[config.mk]
export PLATFORM = sky130hd
export DESIGN_NAME = ipf_lcu_feeder
export DESIGN_NICKNAME = d
export VERILOG_FILES = /design/src/rtl/ipf_lcu_feeder.sv
export SDC_FILE = /design/constraint.sdc
export NUM_CORES = 1
export LEC_CHECK = 0
export CAP_MARGIN = 20
export CORE_MARGIN = 2
export CORE_UTILIZATION = 50
export DETAILED_ROUTE_END_ITERATION = 6
export PLACE_DENSITY = 0.79
export SYNTH_ARGS = -nofsm -noshare
export SYNTH_HDL_FRONTEND = slang
export SYNTH_SLANG_ARGS = --single-unit
[constraint.sdc]
create_clock -name clk -period 3.4 [get_ports clk]
set_input_delay 0.85 -clock clk [delete_from_list [all_inputs] [get_ports clk]]
set_output_delay 0.85 -clock clk [all_outputs]
set_load 0.1 [all_outputs]
[src/rtl/ipf_lcu_feeder.sv]
// ipf_lcu_feeder: upstream stage of the in-loop pixel filter.
// Walks a 128x128 8-bit frame one LCU at a time. For each LCU it fetches the
// filter parameters, then streams the LCU's pixels in raster order, in groups
// paced by the filter's busy handshake.
//
// Ports:
//   clk, reset          clock, asynchronous active-high reset
//   start, cfg_lcu_size frame start pulse and LCU size code (0=16, 1=32, 2/3=64)
//   iaddr / idata       frame ROM address and data (data one cycle after address)
//   par_addr / par_data parameter ROM address and data (data one cycle after address)
//   busy                filter busy; rises the cycle after the last pixel of a group
//   in_en / din         pixel valid and pixel to the filter
//   ipf_*, lcu_*        per-LCU filter parameters and LCU position/size
//   done                one-cycle pulse when the whole frame has been delivered
module ipf_lcu_feeder #(
    parameter int unsigned IMG_W = 128,
    parameter int unsigned AW    = 14
) (
    input  logic          clk,
    input  logic          reset,
    input  logic          start,
    input  logic [1:0]    cfg_lcu_size,
    output logic [AW-1:0] iaddr,
    input  logic [7:0]    idata,
    output logic [5:0]    par_addr,
    input  logic [23:0]   par_data,
    input  logic          busy,
    output logic          in_en,
    output logic [7:0]    din,
    output logic [1:0]    ipf_type,
    output logic [4:0]    ipf_band_pos,
    output logic          ipf_wo_class,
    output logic [15:0]   ipf_offset,
    output logic [2:0]    lcu_x,
    output logic [2:0]    lcu_y,
    output logic [1:0]    lcu_size,
    output logic          done
);

    localparam int unsigned ColW = $clog2(IMG_W);

    typedef enum logic [2:0] {
        StIdle,
        StParam,
        StStream,
        StDrain,
        StWaitBusy,
        StDone
    } state_e;

    state_e state_q, state_d;

    logic [1:0]  size_q, size_d;
    logic [2:0]  x_q, x_d, y_q, y_d;
    logic [5:0]  r_q, r_d, c_q, c_d;
    logic        pcnt_q, pcnt_d;
    // Pixel pipeline: iss_q marks a valid iaddr, dv_q a valid idata.
    logic        iss_q, iss_d, dv_q;

    logic [AW-1:0] iaddr_q;
    logic [5:0]    par_addr_q;
    logic          in_en_q, done_q;
    logic [7:0]    din_q;
    logic [1:0]    ipf_type_q;
    logic [4:0]    ipf_band_pos_q;
    logic          ipf_wo_class_q;
    logic [15:0]   ipf_offset_q;
    logic [2:0]    lcu_x_q, lcu_y_q;
    logic [1:0]    lcu_size_q;

    // Geometry derived from the latched size; code 3 aliases code 2.
    logic [1:0] s_eff;
    logic [5:0] n_m1;
    logic [2:0] l_m1;
    logic       last_c, grp_end;
    logic [6:0] row, col;
    logic [5:0] idx_d;

    always_comb begin
        s_eff   = (size_q == 2'd3) ? 2'd2 : size_q;
        n_m1    = {s_eff == 2'd2, s_eff != 2'd0, 4'hf};
        l_m1    = 3'd7 >> s_eff;
        last_c  = (c_q == n_m1);
        // Group 0 covers rows 0..2, every later group a single row.
        grp_end = last_c && (r_q >= 6'd2);
        row     = (7'(x_q) << (3'd4 + 3'(s_eff))) + 7'(r_q);
        col     = (7'(y_q) << (3'd4 + 3'(s_eff))) + 7'(c_q);
        idx_d   = (6'(x_d) << (2'd3 - s_eff)) + 6'(y_d);
    end

    always_comb begin
        state_d = state_q;
        size_d  = size_q;
        x_d     = x_q;
        y_d     = y_q;
        r_d     = r_q;
        c_d     = c_q;
        pcnt_d  = 1'b0;
        iss_d   = 1'b0;
        unique case (state_q)
            StIdle: begin
                if (start && !busy) begin
                    size_d  = cfg_lcu_size;
                    x_d     = '0;
                    y_d     = '0;
                    r_d     = '0;
                    c_d     = '0;
                    state_d = StParam;
                end
            end
            StParam: begin
                pcnt_d = 1'b1;
                if (pcnt_q) begin
                    pcnt_d  = 1'b0;
                    state_d = StStream;
                end
            end
            StStream: begin
                iss_d = 1'b1;
                c_d   = last_c ? 6'd0 : c_q + 6'd1;
                if (last_c) begin
                    r_d = (r_q == n_m1) ? 6'd0 : r_q + 6'd1;
                end
                if (grp_end) begin
                    state_d = StDrain;
                end
            end
            StDrain: begin
                // Leave once the last pixel of the group has gone out on in_en.
                if (!iss_q && !dv_q && !in_en_q) begin
                    state_d = StWaitBusy;
                end
            end
            StWaitBusy: begin
                if (!busy) begin
                    // r wraps to 0 only after the final row of the LCU.
                    if (r_q != 6'd0) begin
                        state_d = StStream;
                    end else if (y_q != l_m1) begin
                        y_d     = y_q + 3'd1;
                        state_d = StParam;
                    end else if (x_q != l_m1) begin
                        y_d     = '0;
                        x_d     = x_q + 3'd1;
                        state_d = StParam;
                    end else begin
                        state_d = StDone;
                    end
                end
            end
            StDone: begin
                state_d = StIdle;
            end
            default: begin
                state_d = StIdle;
            end
        endcase
    end

    always_ff @(posedge clk or posedge reset) begin
        if (reset) begin
            state_q        <= StIdle;
            size_q         <= '0;
            x_q            <= '0;
            y_q            <= '0;
            r_q            <= '0;
            c_q            <= '0;
            pcnt_q         <= 1'b0;
            iss_q          <= 1'b0;
            dv_q           <= 1'b0;
            iaddr_q        <= '0;
            par_addr_q     <= '0;
            in_en_q        <= 1'b0;
            din_q          <= '0;
            done_q         <= 1'b0;
            ipf_type_q     <= '0;
            ipf_band_pos_q <= '0;
            ipf_wo_class_q <= 1'b0;
            ipf_offset_q   <= '0;
            lcu_x_q        <= '0;
            lcu_y_q        <= '0;
            lcu_size_q     <= '0;
        end else begin
            state_q <= state_d;
            size_q  <= size_d;
            x_q     <= x_d;
            y_q     <= y_d;
            r_q     <= r_d;
            c_q     <= c_d;
            pcnt_q  <= pcnt_d;
            iss_q   <= iss_d;
            dv_q    <= iss_q;
            in_en_q <= dv_q;
            done_q  <= (state_d == StDone);
            if (state_q == StStream) begin
                iaddr_q <= AW'({row, col});
            end
            if (dv_q) begin
                din_q <= idata;
            end
            // Address goes out on entry so data is back for the second PARAM cycle.
            if (state_d == StParam && state_q != StParam) begin
                par_addr_q <= idx_d;
            end
            if (state_q == StParam && pcnt_q) begin
                ipf_type_q     <= par_data[23:22];
                ipf_band_pos_q <= par_data[21:17];
                ipf_wo_class_q <= par_data[16];
                ipf_offset_q   <= par_data[15:0];
                lcu_x_q        <= x_q;
                lcu_y_q        <= y_q;
                lcu_size_q     <= size_q;
            end
        end
    end

    assign iaddr        = iaddr_q;
    assign par_addr     = par_addr_q;
    assign in_en        = in_en_q;
    assign din          = din_q;
    assign ipf_type     = ipf_type_q;
    assign ipf_band_pos = ipf_band_pos_q;
    assign ipf_wo_class = ipf_wo_class_q;
    assign ipf_offset   = ipf_offset_q;
    assign lcu_x        = lcu_x_q;
    assign lcu_y        = lcu_y_q;
    assign lcu_size     = lcu_size_q;
    assign done         = done_q;

endmodule

---- Word-level counts from Yosys, hierarchy flattened ----
Index checks and enable logic that the tools add are counted.
storage, ports and cells
  bits of input ports ..................... 38
  word-level logic and storage cells ...... 98
  output and inout bits ................... 62
  flip-flop bits (word level) ............. 88
cells by class
  muxes and demuxes ....................... 31
  add/subtract/negate cells ............... 9
  reductions and logical operators ........ 17
  shift operators ......................... 4
  eq/ne operators ......................... 15
  magnitude comparators ................... 1
operator list
  operator             number
  $mux 3               18
  $mux 6               4
  $pmux 6 s2           2
  $pmux 3 s5           1
  $add 7x6->7          2
  $shl 3x3->7          2
  $add 6x1->6 const B  2
  $eq 6x6->1           2
  $pmux 3 s2           2
  $add 3x1->3 const B  2
  $add 6x3->6          1
  $eq 3x1->1 const B   2
  $eq 3x2->1 const B   2
  $eq 3x3->1 const B   2
  $ge 6x2->1 const B   1
  $logic_and 1x1->1    6
  $ne 3x3->1           2
  $reduce_bool 6->1    1
  $shl 3x2->6          1
  $eq 2x2->1 const B   2
  $logic_not 1->1      4
  $ne 2x2->1 const B   2
  $reduce_and 2->1     2
  $reduce_bool 2->1    2
  8 further kinds      10

---- Longest topological paths before layout ----
  depth after elaboration ................. 11
  depth in mapped cells ................... 15
  mapped depth without buffers ............ 14

---- Least setup slack after synthesis ----
Ideal clock, no wire load.
  kind .................................... input-to-reg
  start ................................... input busy
  end ..................................... register par_addr_q[3] (netlist: par_addr[3])
  arrival time ............................ 2.926 ns
  stages .................................. 11
  slack ................................... 0.347 ns
  library setup time ...................... 0.126 ns
  path through ............................ nor4b_4 > nand3_1 > o21a_1 > clkbuf_1 > a22oi_1 > inv_1 > ha_1 > a21o_1 > a21oi_1 > xnor2_1 > mux2_4
on the way
  elaborated cells between the ends (all ways) .. 15
  those cells by class .................... add/sub: 1; eq/ne: 1; shift: 1; mux: 9; reduce/logical: 3
RTL lines
  item                  line  source
  from (decl)           27    input logic busy,
  $logic_not 1->1       --
  $logic_and 1x1->1     102   if (start && !busy) begin
  $mux 3                102
  $pmux 3 s2 (*)        100   unique case (state_q)
  via y_d[1]            54    logic [2:0] x_q, x_d, y_q, y_d;
  $add 6x3->6 (*)       88    idx_d = (6'(x_d) << (2'd3 - s_eff)) + 6'(y_d);
  to (signal assigned)  203   par_addr_q <= idx_d;
  to (decl)             61    logic [5:0] par_addr_q;
The timed path passes the listed nets; every way through them passes the cells marked *.
A chain may end at the register's enable or synchronous reset.

---- Worst setup path in the final report ----
  start ................................... input busy
  end ..................................... register par_addr_q[3] (netlist: par_addr[3])
on the way
  cells in the longest elaborated chain, start to end .. 6
  elaborated cells between the ends (all ways) .. 15
  those cells by class .................... add/sub: 1; eq/ne: 1; shift: 1; mux: 9; reduce/logical: 3
ends and longest elaborated chain
  item                                              line
  $logic_not 1->1                                   --
  $logic_and 1x1->1                                 102
  $mux 3                                            102
  $pmux 3 s2 or $pmux 3 s5 (tied branches)          100
  $shl 3x2->6 or $eq 3x1->1 (tied branches)         88, 202
  $add 6x3->6 or $logic_and 1x1->1 (tied branches)  88, 202
Several ways; a longest one is shown, not always the timed one.

==> results.md <==
* Status: complete, no violations
* Worst skew pair latency at 0.37 ns
* Gr usage total at 21.2%
* Finished Cell Area at 5450 sq um
* Leading area contributor after synthesis: dfrtp_1
* Area of the multi-input gates at between 1500 and 2000 sq um
* Total grt overflow at 0
* Drt total wl at 9160 um
* Buf/Inv on CP at 1
* CP max FO at 3
* Worst stage delay on the critical path at 0.48 ns
* Post-synthesis cell count at around 370
* Post-CTS Setup Bufs at 0
* DRC viols at 0
* Top Family by Delay on Critical Path: simple AND/OR/NAND/NOR gates
* Crit path capture type: flop
* Ys Warns at 0
* Hold_sp: iss_q$_DFF_PP0_
* HP Class: reg2reg
* Levels on crit path at 10
* Max-Cap Viols at 0
* Reg2Reg Capture Point: par_addr[3]$_DFFE_PP0P_
* Library cells used by synthesis at 55
* Critical path destination: par_addr[3]$_DFFE_PP0P_
* DR pass1 iterations at 4
* Initial antenna violation count at 0
* Top post-synthesis cells by area: dfrtp_1 53%, mux2_2 11%, nand2_1 5.0%
* Max Freq at 314 MHz
* EDFF count, synth at 0
* Area growth from synthesis to layout at 30.6%
* Worst slew pin tran at 0.645 ns
* Num CTS Buffers at 9
* # clock sinks at 88
* Final clock skew at 0.0191 ns
* RSZ-0062 raised after global routing: false
* WP data required at between 3 and 4 ns
* Reg2reg start: size_q[1]$_DFFE_PP0P_
* Slowest CP cell: clkdlybuf4s50_1
* Global-route wire length before repair at 14,900 um
* Post-DP Area at 5230 sq um
* Post-DP HPWL at 6700 um
* Non-filler cells in the finished layout at 594
* Layout cells sized above 1 at 30.7%
* Filler cells at ~650
* Sequential area share after synthesis at between 50% and 60%
* Register area at ~2200 sq um
* Yosys reg bits at 88
* Crit path time final at between 3 and 4 ns
* Initial Util at 51.3%
* Mapped Nets at about 420
* Core area at 8130 sq um
* Slew Viols, Final at 0
* Async SR Flop Fraction at 100%
* Syn_area_per_cell at 11.2 sq um
* Boundary Pins at 100
* R2R Setup Slk at 0.45 ns
* CTS tree: yes
* Nets@finish at 536
* Total number of vias at 3,234
* Kind of critical path: in2reg
* GPL Wtd Cong at ~0.86
* Placed Cells at 578
* Final period utilization at between 90% and 100%
* CTS Buffer Depth at 2
* Setup-failing EPs final at 0
* Post-Syn Area at roughly 4200 sq um
* Largest net degree at the start of global routing at 34
* Row Count at 33
* Clock root cell: clkbuf_8
* H-Tree Depth at 3
* Top FF cell, synth: dfrtp_1
* Via-to-Cell Ratio at 5.44
* Synth top area share at 52.8%
* First DRT Iteration DRCs at about 170
* Area of the die at a little over 9000 sq um
* Critical Path AT at 3.44 ns
* Relative slew margins at 56.5%
* Cells on worst reg2reg path at 9
* Die W at between 90 and 100 um
* Crit path launch type: input port
* DRT antenna net count at 0
* Most common cell after layout, fill and taps aside: dfrtp_1
* Most frequent cells in the layout: 88 x dfrtp_1, 78 x buf_4, 56 x nand2_1
* Die Height at 95.3 um
* Drt wl/cell at 15.4 um
* Worst-path cell chain: clkdlybuf4s50_1 > nor4b_4 > nand3_1 > nor3_2 > mux2i_1 > o21ai_0 > ha_1 > a21oi_1 > xnor2_1 > mux2_4
* # diodes at 0
* PortBufs at between 90 and 100
* Hold Vio Cnt, Final at 0
* Crit path launch: busy
* CTS clk-pin slew, worst paths at ~0.09 ns
* Number of global-route vias before repair at 3,179
-- synth_stat cells, drive strengths merged (2+ instances only) --
cell type	n
nand2b	3
or3	3
a21o	3
o311ai	2
a22o	3
o21ai	33
clkbuf	10
nand3b	3
a31oi	4
nor2	11
nor4b	2
nand2	56
ha	11
o32ai	3
xnor2	5
fa	3
inv	17
and2	6
nor4	2
xor2	5
nand4	3
nor3	5
mux2i	4
o31ai	4
nand3	10
o32a	2
dfrtp	88
and3	3
buf	5
mux2	43
nor2b	2
a21oi	5
-- worst min path at each step --
| stage | to | slack, ns | depth (start not counted) |
|---|---|---|---|
| after floorplan | in_en$_DFF_PP0_ | 0.35 | 0 |
| after global placement | dv_q$_DFF_PP0_ | 0.36 | 0 |
| after detailed placement | dv_q$_DFF_PP0_ | 0.37 | 0 |
| after CTS | dv_q$_DFF_PP0_ | 0.39 | 0 |
| after global routing | dv_q$_DFF_PP0_ | 0.40 | 0 |
| final | dv_q$_DFF_PP0_ | 0.39 | 0 |
-- sequential cells by signal, indices dropped and copies added, names as in the netlist, 5 cells and up --
name / count
din: 8
iaddr: 14
par_addr: 6
ipf_offset: 16
c_q: 6
ipf_band_pos: 5
r_q: 6
-- per-stage QoR --
stage	utilization [%]	hold WS [ns]	setup TNS [ns]	setup slack, ns
final	67.0	0.387	0	0.214
after global routing	67.0	0.397	0	0.0103
after CTS	66.9	0.387	0	0.237
after detailed placement	64.3	0.367	-0.192	-0.0992
after global placement	64.3	0.361	-0.0781	-0.0609
after floorplan	-	0.352	0	0.271
-- worst reg2reg max path, delay by kind of cell, from the launching register on --
kind                       cells  cell delay (ns)
xor gates and xnor gates       1             0.12
and+or+nand+nor                2             0.44
DFF                            1             0.66
AOI/OAI and AO/OA              3             0.75
adders and majority gates      1             0.33
muxes                          2             0.55
-- metal layers --
layer	GRT usage, %	up-vias	wire [um]	part of all wire [%]
met2	34.9	107	4550	50
met1	28.3	1582	3940	43
met5	0	-	0	0
met4	7.61	0	138	1.5
li1	-	1531	-	-
met3	3.64	14	525	5.7
-- cell type report --
cell class              instances  area share (%)
flip-flops and latches         88            40.4
multi-input cells             251            34.1
repair buffers                116            17.9
clock buffers                  10            2.53
well taps                     105            2.41
clock inverters                 6            1.36
inverters                      18            1.26
-- repair_timing --
item | in CTS | in global routing
hold buffers | 0 | 0
resized for setup | 0 | 1
endpoints found under the setup margin | 0 | 1
-- cells by family (layout without fill, tap and decap cells) --
| kind of cell | count (synthesis) | count (layout) | share of synthesized area (%) |
|---|---|---|---|
| buf+inv | 33 | 150 | 3.15 |
| compound gates | 68 | 68 | 10.8 |
| fa+ha+maj | 14 | 14 | 4.74 |
| xor+xnor | 10 | 10 | 2.28 |
| other cells | 1 | 1 | 0.0899 |
| flops | 88 | 88 | 52.8 |
| mux | 47 | 47 | 12.7 |
| simple gates | 111 | 111 | 13.4 |
Power is left out: the tool's default activity adds up to more than one toggle a clock period on the data nets, which glitch-free logic cannot reach.
